**src/rtl/as_pc_unit_pkg.sv**
```systemverilog
// rtl/as_pc_unit_pkg.sv - shared types and constants for the program-counter unit
// Purpose: FSM state encoding, default instruction-address width and sequential PC step.
// Ports: none (package).
package as_pc_unit_pkg;

    localparam int iaddr_width = 64;
    localparam int PC_STEP     = 4;

    typedef enum logic [1:0] {
        PC_BOOT,
        PC_RUN,
        PC_PEND
    } pc_state_t;

endpackage

```
**src/rtl/as_pc_sel.sv**
```systemverilog
// rtl/as_pc_sel.sv - combinational next-PC priority mux with redirect alignment check
// Purpose: chooses the next PC and next pending-redirect contents from trap, redirect,
//          pending and sequential sources; flags rejected misaligned redirect targets.
// Ports:
//   active_i         unit is out of BOOT (RUN or PEND)
//   stall_i          hold PC, latch redirects
//   fetch_gnt_i      imem accepted the current fetch
//   redirect_v_i/pc  branch/jump redirect
//   trap_v_i/pc      trap entry (target trusted, never alignment-checked)
//   pc_i             current PC
//   pending_v_i/pc   latched redirect from an earlier stall
//   fetch_req_o      fetch request valid
//   pc_nxt_o         PC for the next cycle
//   pending_v_nxt_o  pending valid for the next cycle
//   pending_pc_nxt_o pending target for the next cycle
//   misalign_o       current redirect is being rejected as misaligned
module as_pc_sel
    import as_pc_unit_pkg::*;
#(
    parameter int PC_W    = iaddr_width,
    parameter int ALIGN_C = 0
) (
    input  logic            active_i,
    input  logic            stall_i,
    input  logic            fetch_gnt_i,
    input  logic            redirect_v_i,
    input  logic [PC_W-1:0] redirect_pc_i,
    input  logic            trap_v_i,
    input  logic [PC_W-1:0] trap_pc_i,
    input  logic [PC_W-1:0] pc_i,
    input  logic            pending_v_i,
    input  logic [PC_W-1:0] pending_pc_i,
    output logic            fetch_req_o,
    output logic [PC_W-1:0] pc_nxt_o,
    output logic            pending_v_nxt_o,
    output logic [PC_W-1:0] pending_pc_nxt_o,
    output logic            misalign_o
);

    logic misaligned;
    logic redirect_ok;

    assign misaligned  = (ALIGN_C != 0) ? redirect_pc_i[0] : (redirect_pc_i[1:0] != 2'b00);
    // A rejected target behaves as if no redirect arrived at all.
    assign redirect_ok = redirect_v_i && !misaligned;
    assign fetch_req_o = active_i && !stall_i;

    always_comb begin
        pc_nxt_o         = pc_i;
        pending_v_nxt_o  = pending_v_i;
        pending_pc_nxt_o = pending_pc_i;
        misalign_o       = 1'b0;
        if (active_i) begin
            if (trap_v_i) begin
                // Trap beats everything, even a stall, and kills any latched redirect.
                pc_nxt_o        = trap_pc_i;
                pending_v_nxt_o = 1'b0;
            end else begin
                misalign_o = redirect_v_i && misaligned;
                if (stall_i) begin
                    if (redirect_ok) begin
                        pending_pc_nxt_o = redirect_pc_i;
                        pending_v_nxt_o  = 1'b1;
                    end
                end else if (redirect_ok) begin
                    // A fresh redirect is younger than the pending one, so it wins.
                    pc_nxt_o        = redirect_pc_i;
                    pending_v_nxt_o = 1'b0;
                end else if (pending_v_i) begin
                    pc_nxt_o        = pending_pc_i;
                    pending_v_nxt_o = 1'b0;
                end else if (fetch_gnt_i) begin
                    pc_nxt_o = pc_i + PC_W'(PC_STEP);
                end
            end
        end
    end

endmodule

```
**src/rtl/as_pc_unit.sv**
```systemverilog
// rtl/as_pc_unit.sv - fetch program-counter unit with boot delay and stall-safe redirects
// Purpose: holds the fetch PC, issues fetch requests, and keeps redirects that arrive
//          during a stall until the stall releases.
// Ports:
//   clk_i, rst_i (async, active-high)
//   stall_i                       decode back-pressure
//   redirect_v_i, redirect_pc_i   branch/jump redirect
//   trap_v_i, trap_pc_i           trap / mret entry
//   fetch_req_o, fetch_pc_o       fetch request and address (registered PC)
//   fetch_gnt_i                   imem accept
//   misalign_o, misalign_addr_o   one-cycle reject pulse and last rejected target
//   booting_o                     high in BOOT
module as_pc_unit
    import as_pc_unit_pkg::*;
#(
    parameter int              PC_W       = iaddr_width,
    parameter logic [PC_W-1:0] RESET_VEC  = '0,
    parameter int              BOOT_DELAY = 2,
    parameter int              ALIGN_C    = 0
) (
    input  logic            clk_i,
    input  logic            rst_i,
    input  logic            stall_i,
    input  logic            redirect_v_i,
    input  logic [PC_W-1:0] redirect_pc_i,
    input  logic            trap_v_i,
    input  logic [PC_W-1:0] trap_pc_i,
    output logic            fetch_req_o,
    output logic [PC_W-1:0] fetch_pc_o,
    input  logic            fetch_gnt_i,
    output logic            misalign_o,
    output logic [PC_W-1:0] misalign_addr_o,
    output logic            booting_o
);

    localparam logic [3:0] BOOT_CNT = 4'(BOOT_DELAY);

    pc_state_t       state_q, state_d;
    logic [3:0]      boot_cnt_q, boot_cnt_d;
    logic [PC_W-1:0] pc_q, pc_nxt;
    logic [PC_W-1:0] pending_pc_q, pending_pc_nxt;
    logic            pending_v_nxt;
    logic            misalign_nxt;
    logic            misalign_q;
    logic [PC_W-1:0] misalign_addr_q;

    as_pc_sel #(
        .PC_W    (PC_W),
        .ALIGN_C (ALIGN_C)
    ) u_sel (
        .active_i         (state_q != PC_BOOT),
        .stall_i          (stall_i),
        .fetch_gnt_i      (fetch_gnt_i),
        .redirect_v_i     (redirect_v_i),
        .redirect_pc_i    (redirect_pc_i),
        .trap_v_i         (trap_v_i),
        .trap_pc_i        (trap_pc_i),
        .pc_i             (pc_q),
        .pending_v_i      (state_q == PC_PEND),
        .pending_pc_i     (pending_pc_q),
        .fetch_req_o      (fetch_req_o),
        .pc_nxt_o         (pc_nxt),
        .pending_v_nxt_o  (pending_v_nxt),
        .pending_pc_nxt_o (pending_pc_nxt),
        .misalign_o       (misalign_nxt)
    );

    always_ff @(posedge clk_i or posedge rst_i) begin
        if (rst_i) begin
            state_q         <= PC_BOOT;
            boot_cnt_q      <= '0;
            pc_q            <= RESET_VEC;
            pending_pc_q    <= '0;
            misalign_q      <= 1'b0;
            misalign_addr_q <= '0;
        end else begin
            state_q      <= state_d;
            boot_cnt_q   <= boot_cnt_d;
            pc_q         <= pc_nxt;
            pending_pc_q <= pending_pc_nxt;
            misalign_q   <= misalign_nxt;
            if (misalign_nxt) begin
                misalign_addr_q <= redirect_pc_i;
            end
        end
    end

    // PEND is exactly "a latched redirect is waiting", so the pending-valid flag is the state.
    always_comb begin
        state_d    = state_q;
        boot_cnt_d = boot_cnt_q;
        case (state_q)
            PC_BOOT: begin
                if (boot_cnt_q == BOOT_CNT) begin
                    state_d = PC_RUN;
                end else begin
                    boot_cnt_d = boot_cnt_q + 4'd1;
                end
            end
            PC_RUN, PC_PEND: begin
                state_d = pending_v_nxt ? PC_PEND : PC_RUN;
            end
            default: state_d = PC_BOOT;
        endcase
    end

    assign fetch_pc_o      = pc_q;
    assign misalign_o      = misalign_q;
    assign misalign_addr_o = misalign_addr_q;
    assign booting_o       = (state_q == PC_BOOT);

endmodule

```
**config.mk**
```make
export PLATFORM = sky130hd
export DESIGN_NAME = as_pc_unit
export DESIGN_NICKNAME = d
export VERILOG_FILES = /design/src/rtl/as_pc_unit_pkg.sv /design/src/rtl/as_pc_sel.sv /design/src/rtl/as_pc_unit.sv
export SDC_FILE = /design/constraint.sdc
export NUM_CORES = 1
export LEC_CHECK = 0
export BUFFER_PORTS_ARGS = -buffer_cell sky130_fd_sc_hd__buf_2
export CAP_MARGIN = 20
export CORE_MARGIN = 5
export CORE_UTILIZATION = 50
export DETAILED_ROUTE_END_ITERATION = 16
export GPL_ROUTABILITY_DRIVEN = 0
export PLACE_DENSITY = 0.82
export SLEW_MARGIN = 20
export SYNTH_ARGS = -nofsm -noshare
export SYNTH_HDL_FRONTEND = slang
export SYNTH_SLANG_ARGS = --single-unit
```
**constraint.sdc**
```tcl
create_clock -name clk_i -period 11.8 [get_ports clk_i]
set_input_delay 0.59 -clock clk_i [delete_from_list [all_inputs] [get_ports clk_i]]
set_output_delay 0.59 -clock clk_i [all_outputs]
set_load 0.05 [all_outputs]
```
==> results of run 1 <==
[logic make-up after synthesis]
logic type / synth area share [%]
AO/OA/AOI/OAI: 16.76
XOR/XNOR: 1.942
adder cells (fa/ha/maj): 0.6936
buffers and inverters: 3.341
flip-flops: 46.01
multiplexers: 7.514
AND/OR/NAND/NOR: 23.73
[sequential cells by signal, summed over array words and instances, names as in the netlist]
| name | cells |
|---|---|
| boot_cnt_q | 4 |
| misalign_o | 1 |
| fetch_pc_o | 64 |
| pending_pc_q | 64 |
| misalign_addr_o | 64 |
| state_q | 2 |
[synth_stat cells, types with 3 or more instances]
master	instances	area share (%)
buf_1	13	0.45
a31oi_1	4	0.23
a211oi_1	10	0.69
and3_1	19	1.1
dfrtp_1	199	46
a32o_1	5	0.46
o211ai_1	12	0.83
clkbuf_1	63	2.2
xnor2_1	17	1.4
a21oi_1	90	4.2
mux2i_1	7	0.65
and2_1	3	0.17
a2bb2oi_1	13	1.1
nand4_1	25	1.4
o31ai_1	19	1.3
a311oi_1	4	0.32
nor2_1	59	2.0
nand2b_1	15	0.87
buf_2	4	0.18
inv_1	14	0.49
mux2_2	66	6.9
or2_2	3	0.17
a221o_1	3	0.28
and4_1	5	0.40
nand3_1	47	2.2
nor3_1	14	0.65
or4_1	3	0.21
a21o_1	3	0.21
o22ai_1	9	0.52
or3_1	32	1.8
xor2_1	7	0.57
o21ai_0	107	4.9
ha_1	6	0.69
nor4_1	10	0.58
o41ai_1	5	0.40
nand2_1	303	11
[where the power goes]
group          internal (mW)  total [mW]  switching [mW]
Clock                  0.361       0.649           0.289
Sequential             0.942        1.20           0.262
Combinational          0.407        1.52            1.11
Total                   1.71        3.37            1.66
[layer usage]
layer	track usage [%]	vias up
met5	0	-
li1	-	4874
met3	6.379	67
met1	37.22	5113
met2	44.91	520
met4	8.972	2
[how the worst max path moves through the flow]
stage	end	slack, ps	cells past startpoint
6_report	fetch_pc_o[62]$_DFFE_PP0P_	8720	9
4_1_cts	fetch_pc_o[62]$_DFFE_PP0P_	8740	8
3_5_place_dp	fetch_pc_o[52]$_DFFE_PP0P_	8420	9
5_1_grt	fetch_pc_o[62]$_DFFE_PP0P_	8500	9
3_3_place_gp	fetch_pc_o[52]$_DFFE_PP0P_	8480	9
2_1_floorplan	boot_cnt_q[0]$_DFFE_PP0P_	5780	1
[per-stage QoR]
step                      cell area [µm²]  power [mW]  setup slack [ps]  utilization, %
after global routing                12970       3.536              8499           61.34
after detailed placement            12330       2.722              8423           58.30
final                               12980       3.369              8725           61.36
after CTS                           12970       3.367              8739           61.32
after global placement              12330       2.681              8480           58.30
after floorplan                     10820       2.291              5784               -
[final cells by class]
cell class / instances / share of cell area (%)
multi-input cells: 958 / 42.51
flip-flops and latches: 199 / 38.37
repair buffers: 278 / 10.99
clock buffers: 17 / 3.277
well taps: 275 / 2.651
clock inverters: 15 / 1.648
inverters: 15 / 0.5013
diodes: 3 / 0.05784
==> reports/metrics.yaml, run 1 <==
logic_synthesis:
  synthCells: 1252
  ys_seq_area_share_pct: 46.01
  ys.flop_type: "dfrtp_1"
  syn_nets: 1392
  synth.avg_cell_area_um2: 8.644
  synth-edff-count: 0
  synthDistinctLibCells: 63
  syn-cell-area_um2: 10820
  ys_seq_elements: 199
  synth_warnings: 0
  async_reset_ff_share_pct: 100.0
clock_network:
  postCtsResizedCells: 0
  clkSinkCount: 199
  cts-root-buf: "clkbuf_16"
  ctsHoldBuffers: 0
  cts_tree: "done"
  clockBufferDepth: 2
  clk_pin_slew_ps: 70
  cts_setup_buffers: 0
  worst_skew_pair.late_latency_ps: 450
  numCtsBuffers: 17
  htree_num_levels: 4
critical_path:
  critPathArrivalTime_ps: 3410
  critical_path.slowest_cell: "nand2_1"
  worstReg2RegEnd: "fetch_pc_o[62]$_DFFE_PP0P_"
  crit_fanout: 45
  critPathKind: "reg -> reg"
  reg2reg_slack_ps: 8720
  required_ps: 12140
  setup.worst_path.start_class: "flop"
  worstSetupEndpointType: "flop"
  startpoint: "state_q[0]$_DFFE_PP0N_"
  critical-path-top-delay-family: "simple AND/OR/NAND/NOR gates"
  timing.rr.start: "state_q[0]$_DFFE_PP0N_"
  slowest_delay_ps: 620
  crit_buf_inv: 3
  crit_chain: "inv_1, ha_1, inv_2, buf_4, nand2_1, a21oi_1, nor2_1, a311o_1, and3_1"
  rr_worst_depth: 9
final_layout:
  layout-drive-gt1-share_pct: 26.65
  fillers: 1831
  ff_latch_area_um2: 4980
  area_growth_pct: 19.93
  mostFrequentLayoutCells: "nand2_1 (303), buf_2 (264), dfrtp_1 (199), o21ai_0 (107), a21oi_1 (90)"
  final_common_cell: "nand2_1"
  multi_input_area_um2: 5518
  instances_no_fill: 1760
  finalNetCount: 1609
place:
  dp_hpwl_mm: 23.74
  post-place-cells: 1725
  portBuffers: 264
sta:
  post-route-period-util_pct: 26.06
  tns_ps: 0
  worst_pin_slew_ps: 1067
  fin_crit_ps: 3075
  hold_violations: 0
  slew_violations: 0
  final.setup_skew_ps: 9.500
  setup_viol: 0
  relSlewSlack_pct: 28.85
  hold_slack_ps: 315.2
  fmax_ghz: 0.3252
  rsz0062_at_grt: "no"
pwr:
  power_density_nw_per_um2: 259.6
  peakVddDrop_v: 0.0001613
  power_leakage_nw: 6.076
job:
  drv_cap: 0
detailed_routing:
  avgRoutedWirePerCell_um: 19.75
  remaining_drc_errors: 0
  routed-wl-met2_mm: 16.46
  dr.pass1.iters: 6
  drtIter0Drc: 930
  highest_layer: "met5"
  viasPerCell: 6.009
  finalWirelength_mm: 34.77
  num_vias: 10580
  wl_met3_mm: 3.442
  antenna_left: 0
  wl_met1_mm: 14.01
global_route:
  antenna_found_initial: 2
  grt_pass1_vias: 10290
  grt-ovfl-total: 0
  grt_max_degree: 129
  grt_use_total_pct: 27.74
  grt_pass1_wl_mm: 54.74
floorplan:
  fp.dieH_um: 157.1
  rows: 53
  num_io_pins: 265
  fp.coreArea_um2: 21150
  die-area_um2: 24690
  die_w_um: 157.1
  initial_core_util_pct: 51.16
min_path:
  hold_path.class: "in -> async"
status:
  status: "finished clean"
Note: power is estimated with default switching activity, not from simulation.
==> run 2, diff against run 1 <==
--- a/config.mk
+++ b/config.mk
@@ -5,13 +5,14 @@
 export SDC_FILE = /design/constraint.sdc
 export NUM_CORES = 1
 export LEC_CHECK = 0
+export ABC_AREA = 1
 export BUFFER_PORTS_ARGS = -buffer_cell sky130_fd_sc_hd__buf_2
 export CAP_MARGIN = 20
 export CORE_MARGIN = 5
 export CORE_UTILIZATION = 50
 export DETAILED_ROUTE_END_ITERATION = 16
 export GPL_ROUTABILITY_DRIVEN = 0
-export PLACE_DENSITY = 0.82
+export PLACE_DENSITY = 0.85
 export SLEW_MARGIN = 20
 export SYNTH_ARGS = -nofsm -noshare
 export SYNTH_HDL_FRONTEND = slang
==> constraint.sdc (replaced) <==
create_clock -name clk_i -period 2.8 [get_ports clk_i]
set_input_delay 0.14 -clock clk_i [delete_from_list [all_inputs] [get_ports clk_i]]
set_output_delay 0.14 -clock clk_i [all_outputs]
set_load 0.05 [all_outputs]
==> run 2 against run 1 <==
  * Via count grew 19%
  * Flip-flop and latch count unchanged
  * Total power rose to 4.4 times the previous value
  * Non-clock buffer count up 34
  * Critical path depth up 3
  * Worst setup slack got worse by 8400 ps
  * Sequential power rose to 4.3 times the previous value
  * Final cell count increased by 34%
  * Sequential share of layout area decreased by 3.2 points
  * Core utilization increased by 0.89 points
==> reports/metrics.yaml, run 2 <==
critical_path:
  setup.worst_path.start_class: "flop"
  worstSetupEndpointType: "flop"
  required_ps: 3140
  crit_chain: "ha_1, nand2_1, nor2_1, nand2_1, nor2_1, nand2_1, o21ai_0, nand3_1, nand2_1, nand2_1, nand2_1, nand2_1"
  crit_path_frequent_cell: "nand2_1"
  critical_path.slowest_cell: "nor2_1"
  critPathArrivalTime_ps: 2790
  critPathKind: "reg -> reg"
  crit_fanout: 6
  slowest_delay_ps: 480
status:
  status: "finished clean"
final_layout:
  instances_no_fill: 2354
  final_common_cell: "nand2_1"
  finalNetCount: 2168
  mostFrequentLayoutCells: "nand2_1 (582), nor2_1 (357), buf_2 (264), o21ai_0 (225), dfrtp_1 (199)"
  finish.utilization_pct: 62.25
  design_area_um2: 14180
  layout-drive-gt1-share_pct: 16.27
  diodes: 0
  area_growth_pct: 22.21
clock_network:
  worst_skew_pair.late_latency_ps: 450
  numCtsBuffers: 17
  clkSinkCount: 199
  cts_tree: "done"
  ctsHoldBuffers: 25
  clk_pin_slew_ps: 80
  clockBufferDepth: 2
  htree_num_levels: 4
  cts-root-buf: "clkbuf_16"
  cts_setup_buffers: 0
  postCtsResizedCells: 0
logic_synthesis:
  ys.flop_type: "dfrtp_1"
  synth-edff-count: 0
  syn-cell-area_um2: 11600
  ys_seq_area_share_pct: 42.92
  synth_top_area_share_pct: 42.92
  synth_area_leaders: "dfrtp_1 (43%), nand2_1 (19%), nor2_1 (12%), o21ai_0 (9.7%), inv_1 (6.0%)"
  synth_most_common_cell: "nand2_1"
  synthDistinctLibCells: 33
  synth_top_area_cell: "dfrtp_1"
  ys_seq_elements: 199
  synth_warnings: 0
  async_reset_ff_share_pct: 100.0
  syn_nets: 1916
  synthCells: 1776
  synth.avg_cell_area_um2: 6.533
  synthTopCellsByCount: "nand2_1 (584), nor2_1 (357), o21ai_0 (225)"
place:
  post-place-cells: 2296
  portBuffers: 264
  dpl_worst_slack_ps: 425.1
  postPlaceCellArea_um2: 13280
  dp_hpwl_mm: 27.45
job:
  drv_cap: 0
sta:
  fmax_ghz: 0.4076
  rsz0062_at_grt: "no"
  relSlewSlack_pct: 29.38
  worst_slack_ps: 346.6
  slew_violations: 0
  post-route-period-util_pct: 87.62
  worst_pin_slew_ps: 1050
  final.setup_skew_ps: 14.62
  setup_viol: 0
  tns_ps: 0
  hold_slack_ps: 0.8055
  hold_violations: 0
  fin_crit_ps: 2453
global_route:
  antenna_found_initial: 0
  grt-ovfl-total: 0
  grt_pass1_wl_mm: 61.05
  grt_pass1_vias: 12090
  grt_max_degree: 74
  grt_use_total_pct: 28.65
floorplan:
  rows: 55
  fp.dieH_um: 162.3
  fp.coreArea_um2: 22780
  initial_core_util_pct: 50.94
  die_w_um: 162.3
  num_io_pins: 265
  die-area_um2: 26350
pwr:
  peakVddDrop_v: 0.0007107
  power_mw: 14.73
  power_density_nw_per_um2: 1039
  power_leakage_nw: 7.814
detailed_routing:
  antenna_left: 0
  drtIter0Drc: 1432
  remaining_drc_errors: 0
  finalWirelength_mm: 38.00
  num_vias: 12600
  viasPerCell: 5.353
  avgRoutedWirePerCell_um: 16.14
  dr.pass1.iters: 6
min_path:
  hold_path.class: "in -> reg"
[run 2: cell types whose count changed after synthesis, moves of 13 or more]
cell       before  now
o21ai_0       107  225
a2bb2oi_1      13    0
inv_1          14  186
nand4_1        25   12
o31ai_1        19    1
nor3_1         14    1
nand2b_1       15    0
and3_1         19    0
or3_1          32    0
nand2_1       303  584
a21oi_1        90    7
nand3_1        47   63
nor2_1         59  357
mux2_2         66    0
[run 2: kinds of logic after synthesis]
kind of cell | synth area share (%)
AOI/OAI and AO/OA | 11.47
xor gates and xnor gates | 1.812
adders and majority gates | 0.6470
buffers and inverters | 8.962
DFF | 42.92
and+or+nand+nor | 34.19
[run 2: path summary, 6_finish.rpt]
check	from	cells past startpoint	slack, ps	to
max	fetch_pc_o[3]$_DFFE_PP0P_	12	350	fetch_pc_o[56]$_DFFE_PP0P_
min	redirect_pc_i[39]	3	0.8	pending_pc_q[39]$_DFFE_PP0P_
max reg2reg	fetch_pc_o[3]$_DFFE_PP0P_	12	350	fetch_pc_o[56]$_DFFE_PP0P_
min reg2reg	misalign_addr_o[1]$_DFFE_PP0P_	2	470	misalign_addr_o[1]$_DFFE_PP0P_
max in group asynchronous	rst_i	5	1720	pending_pc_q[42]$_DFFE_PP0P_
min in group asynchronous	rst_i	3	270	misalign_addr_o[24]$_DFFE_PP0P_
[run 2: critical path: cells and delay by family, from the launching register on]
kind / cells / cell delay, ps
AO/OA/AOI/OAI: 1 / 230
adder cells (fa/ha/maj): 1 / 220
AND/OR/NAND/NOR: 10 / 1480
flip-flops: 1 / 420
[run 2: cell type report]
cell class                 instances  area (µm²)
clock buffer                      19       442.9
clock inverter                    13       186.4
fill                            2019        8598
inverter                         192       729.5
multi-input combinational       1306        5593
sequential                       199        4980
tap                              313       391.6
timing repair buffer             312        1857
[run 2: layer usage]
| layer | vias to the layer above | track usage [%] | wire [µm] |
|---|---|---|---|
| met5 | - | 0 | 0 |
| met4 | 0 | 13.76 | 1801 |
| met3 | 136 | 6.631 | 3711 |
| met2 | 709 | 45.60 | 17630 |
| met1 | 5772 | 37.06 | 14850 |
| li1 | 5984 | - | - |
[run 2: where the power goes]
part	total, mW	internal, mW	switching (mW)
Sequential	5.19	3.97	1.22
Combinational	6.86	1.70	5.16
Clock	2.68	1.46	1.21
Total	14.7	7.13	7.60
==> run 3, diff against run 2 <==
--- a/config.mk
+++ b/config.mk
@@ -12,7 +12,7 @@
 export CORE_UTILIZATION = 50
 export DETAILED_ROUTE_END_ITERATION = 16
 export GPL_ROUTABILITY_DRIVEN = 0
-export PLACE_DENSITY = 0.85
+export PLACE_DENSITY = 0.82
 export SLEW_MARGIN = 20
 export SYNTH_ARGS = -nofsm -noshare
 export SYNTH_HDL_FRONTEND = slang
==> constraint.sdc (replaced) <==
create_clock -name clk_i -period 2.5 [get_ports clk_i]
set_input_delay 0.125 -clock clk_i [delete_from_list [all_inputs] [get_ports clk_i]]
set_output_delay 0.125 -clock clk_i [all_outputs]
set_load 0.05 [all_outputs]
==> run 3 against run 2 <==
  * Largest power group unchanged
  * Clock-buffer cell count unchanged
  * Flip-flop and latch count unchanged
  * Critical path type unchanged
  * Worst hold slack gained 2.0 ps
  * Global-route usage decreased by 0.58 points
  * First-iteration DRC count is 11% lower
  * Highest routed layer unchanged
  * Via count fell by 0.95%
  * Non-clock buffer count rose by 21
  * Fmax grew 13%
==> reports/metrics.yaml, run 3 (synthesis gave the netlist of run 2 again) <==
status:
  status: "finished clean"
place:
  dpl_worst_slack_ps: 388.7
  portBuffers: 264
  dp_hpwl_mm: 26.43
  postPlaceCellArea_um2: 13250
critical_path:
  crit_fanout: 7
  worstSetupEndpointType: "flop"
  critPathKind: "reg -> reg"
  required_ps: 2840
  setup.worst_path.start_class: "flop"
  critPathArrivalTime_ps: 2520
detailed_routing:
  wl_met3_mm: 3.099
  drtIter0Drc: 1269
  antenna_left: 0
  remaining_drc_errors: 0
  finalWirelength_mm: 37.66
  avgRoutedWirePerCell_um: 15.85
  wl_met1_mm: 15.43
  num_vias: 12480
  dr.pass1.iters: 6
  routed-wl-met2_mm: 17.55
  viasPerCell: 5.253
  highest_layer: "met4"
global_route:
  antenna_found_initial: 1
  grt_pass1_wl_mm: 59.88
  grt_pass1_vias: 11910
  grt-ovfl-total: 0
  grt_use_total_pct: 28.07
  grt_max_degree: 125
floorplan:
  initial_core_util_pct: 50.94
  fp.dieH_um: 162.3
  die-area_um2: 26350
  die_w_um: 162.3
  fp.coreArea_um2: 22780
  num_io_pins: 265
  rows: 55
pwr:
  power_frac_seq_pct: 35.3
  power_density_nw_per_um2: 1134
  peakVddDrop_v: 0.0008026
  netSwitchingFraction_pct: 52.00
  cell_internal_pwr_mw: 7.804
  switchingPower_mw: 8.452
  p_clk_share_pct: 17.2
  power_leakage_nw: 7.859
  pwr-share-comb_pct: 47.5
sta:
  final.setup_skew_ps: 15.54
  relSlewSlack_pct: 32.21
  post-route-period-util_pct: 87.12
  hold_violations: 0
  fin_crit_ps: 2178
  setup_viol: 0
  worst_pin_slew_ps: 1008
  fmax_ghz: 0.4592
  tns_ps: 0
  rsz0062_at_grt: "no"
  hold_slack_ps: 2.820
  worst_slack_ps: 322.1
  slew_violations: 0
clock_network:
  numCtsBuffers: 17
  postCtsResizedCells: 0
  clockBufferDepth: 2
  clkSinkCount: 199
  cts_tree: "done"
  clk_pin_slew_ps: 80
  htree_num_levels: 4
  cts-root-buf: "clkbuf_16"
  worst_skew_pair.late_latency_ps: 450
final_layout:
  area_growth_pct: 23.50
  finish.utilization_pct: 62.91
  mostFrequentLayoutCells: "nand2_1 (582), nor2_1 (357), buf_2 (264), o21ai_0 (225), dfrtp_1 (199)"
  layout-drive-gt1-share_pct: 15.91
  fillers: 2010
  final_common_cell: "nand2_1"
  design_area_um2: 14330
  finalNetCount: 2189
min_path:
  hold_path.class: "in -> reg"
job:
  drv_cap: 0
## run 3: changes by cell type in the layout (fill, tap and decap cells not counted)
cell	change
buf_12	-2
buf_4	-2
bufinv_16	-2
clkinv_2	-1
clkinv_4	+2
clkinv_8	-1
clkinvlp_4	+2
diode_2	+1
dlygate4sd3_1	+25
## run 3: final cells by class
cell class	count	area [µm²]	share of cell area, %
antenna	1	2.502	0.01746
multi-input combinational	1306	5593	39.03
sequential	199	4980	34.75
inverter	192	729.5	5.091
timing repair buffer	333	2052	14.32
clock buffer	19	442.9	3.091
tap	313	391.6	2.733
clock inverter	13	137.6	0.9605
## run 3: final timing paths
path	startpoint	endpoint	slack, ps	depth (start not counted)
hold / removal	redirect_pc_i[41]	pending_pc_q[41]$_DFFE_PP0P_	3	3
setup reg to reg	fetch_pc_o[3]$_DFFE_PP0P_	fetch_pc_o[42]$_DFFE_PP0P_	320	13
hold reg to reg	misalign_addr_o[48]$_DFFE_PP0P_	misalign_addr_o[48]$_DFFE_PP0P_	480	2
max in group asynchronous	rst_i	misalign_addr_o[42]$_DFFE_PP0P_	1550	4
min in group asynchronous	rst_i	misalign_addr_o[25]$_DFFE_PP0P_	120	3
setup / recovery	fetch_pc_o[3]$_DFFE_PP0P_	fetch_pc_o[42]$_DFFE_PP0P_	320	13
## run 3: timing repair
item / in CTS / in global routing
buffers inserted: 0 / 0
hold buffers: 50 / 0
hold endpoints to repair: 235 / 0
## run 3: power groups by stage
stage          logic (mW)  registers (mW)  clock network (mW)
2_1_floorplan        2.63            8.49                   0
3_3_place_gp         7.49            5.67                   0
3_5_place_dp         7.62            5.72                   0
4_1_cts              7.71            5.68                2.83
5_1_grt              8.34            5.90                2.97
6_report             7.72            5.74                2.79
## run 3: layer usage
metal | vias up | GRT usage (%)
li1 | 6035 | -
met1 | 5741 | 36.80
met2 | 603 | 45.81
met3 | 102 | 4.708
met4 | 0 | 12.76
met5 | - | 0
## run 3: critical path: stages, from the launching register on
cell and delay [ps]:
dfrtp_1 410, ha_1 210, nand2_1 70, nor2_1 230, nand2_1 170, nor2_1 130
buf_4 160, nand2_1 110, o21ai_0 170, nand3_1 170, nand2_1 100, nand2_1 50
nand2_1 50, nand2_1 40
## run 3: stage by stage
| step | cells | power [mW] |
|---|---|---|
| 2_1_floorplan | 1776 | 11.13 |
| 3_3_place_gp | 2293 | 13.17 |
| 4_1_cts | 2375 | 16.23 |
| 3_5_place_dp | 2293 | 13.35 |
| 5_1_grt | 2376 | 17.21 |
| 6_report | 2376 | 16.26 |
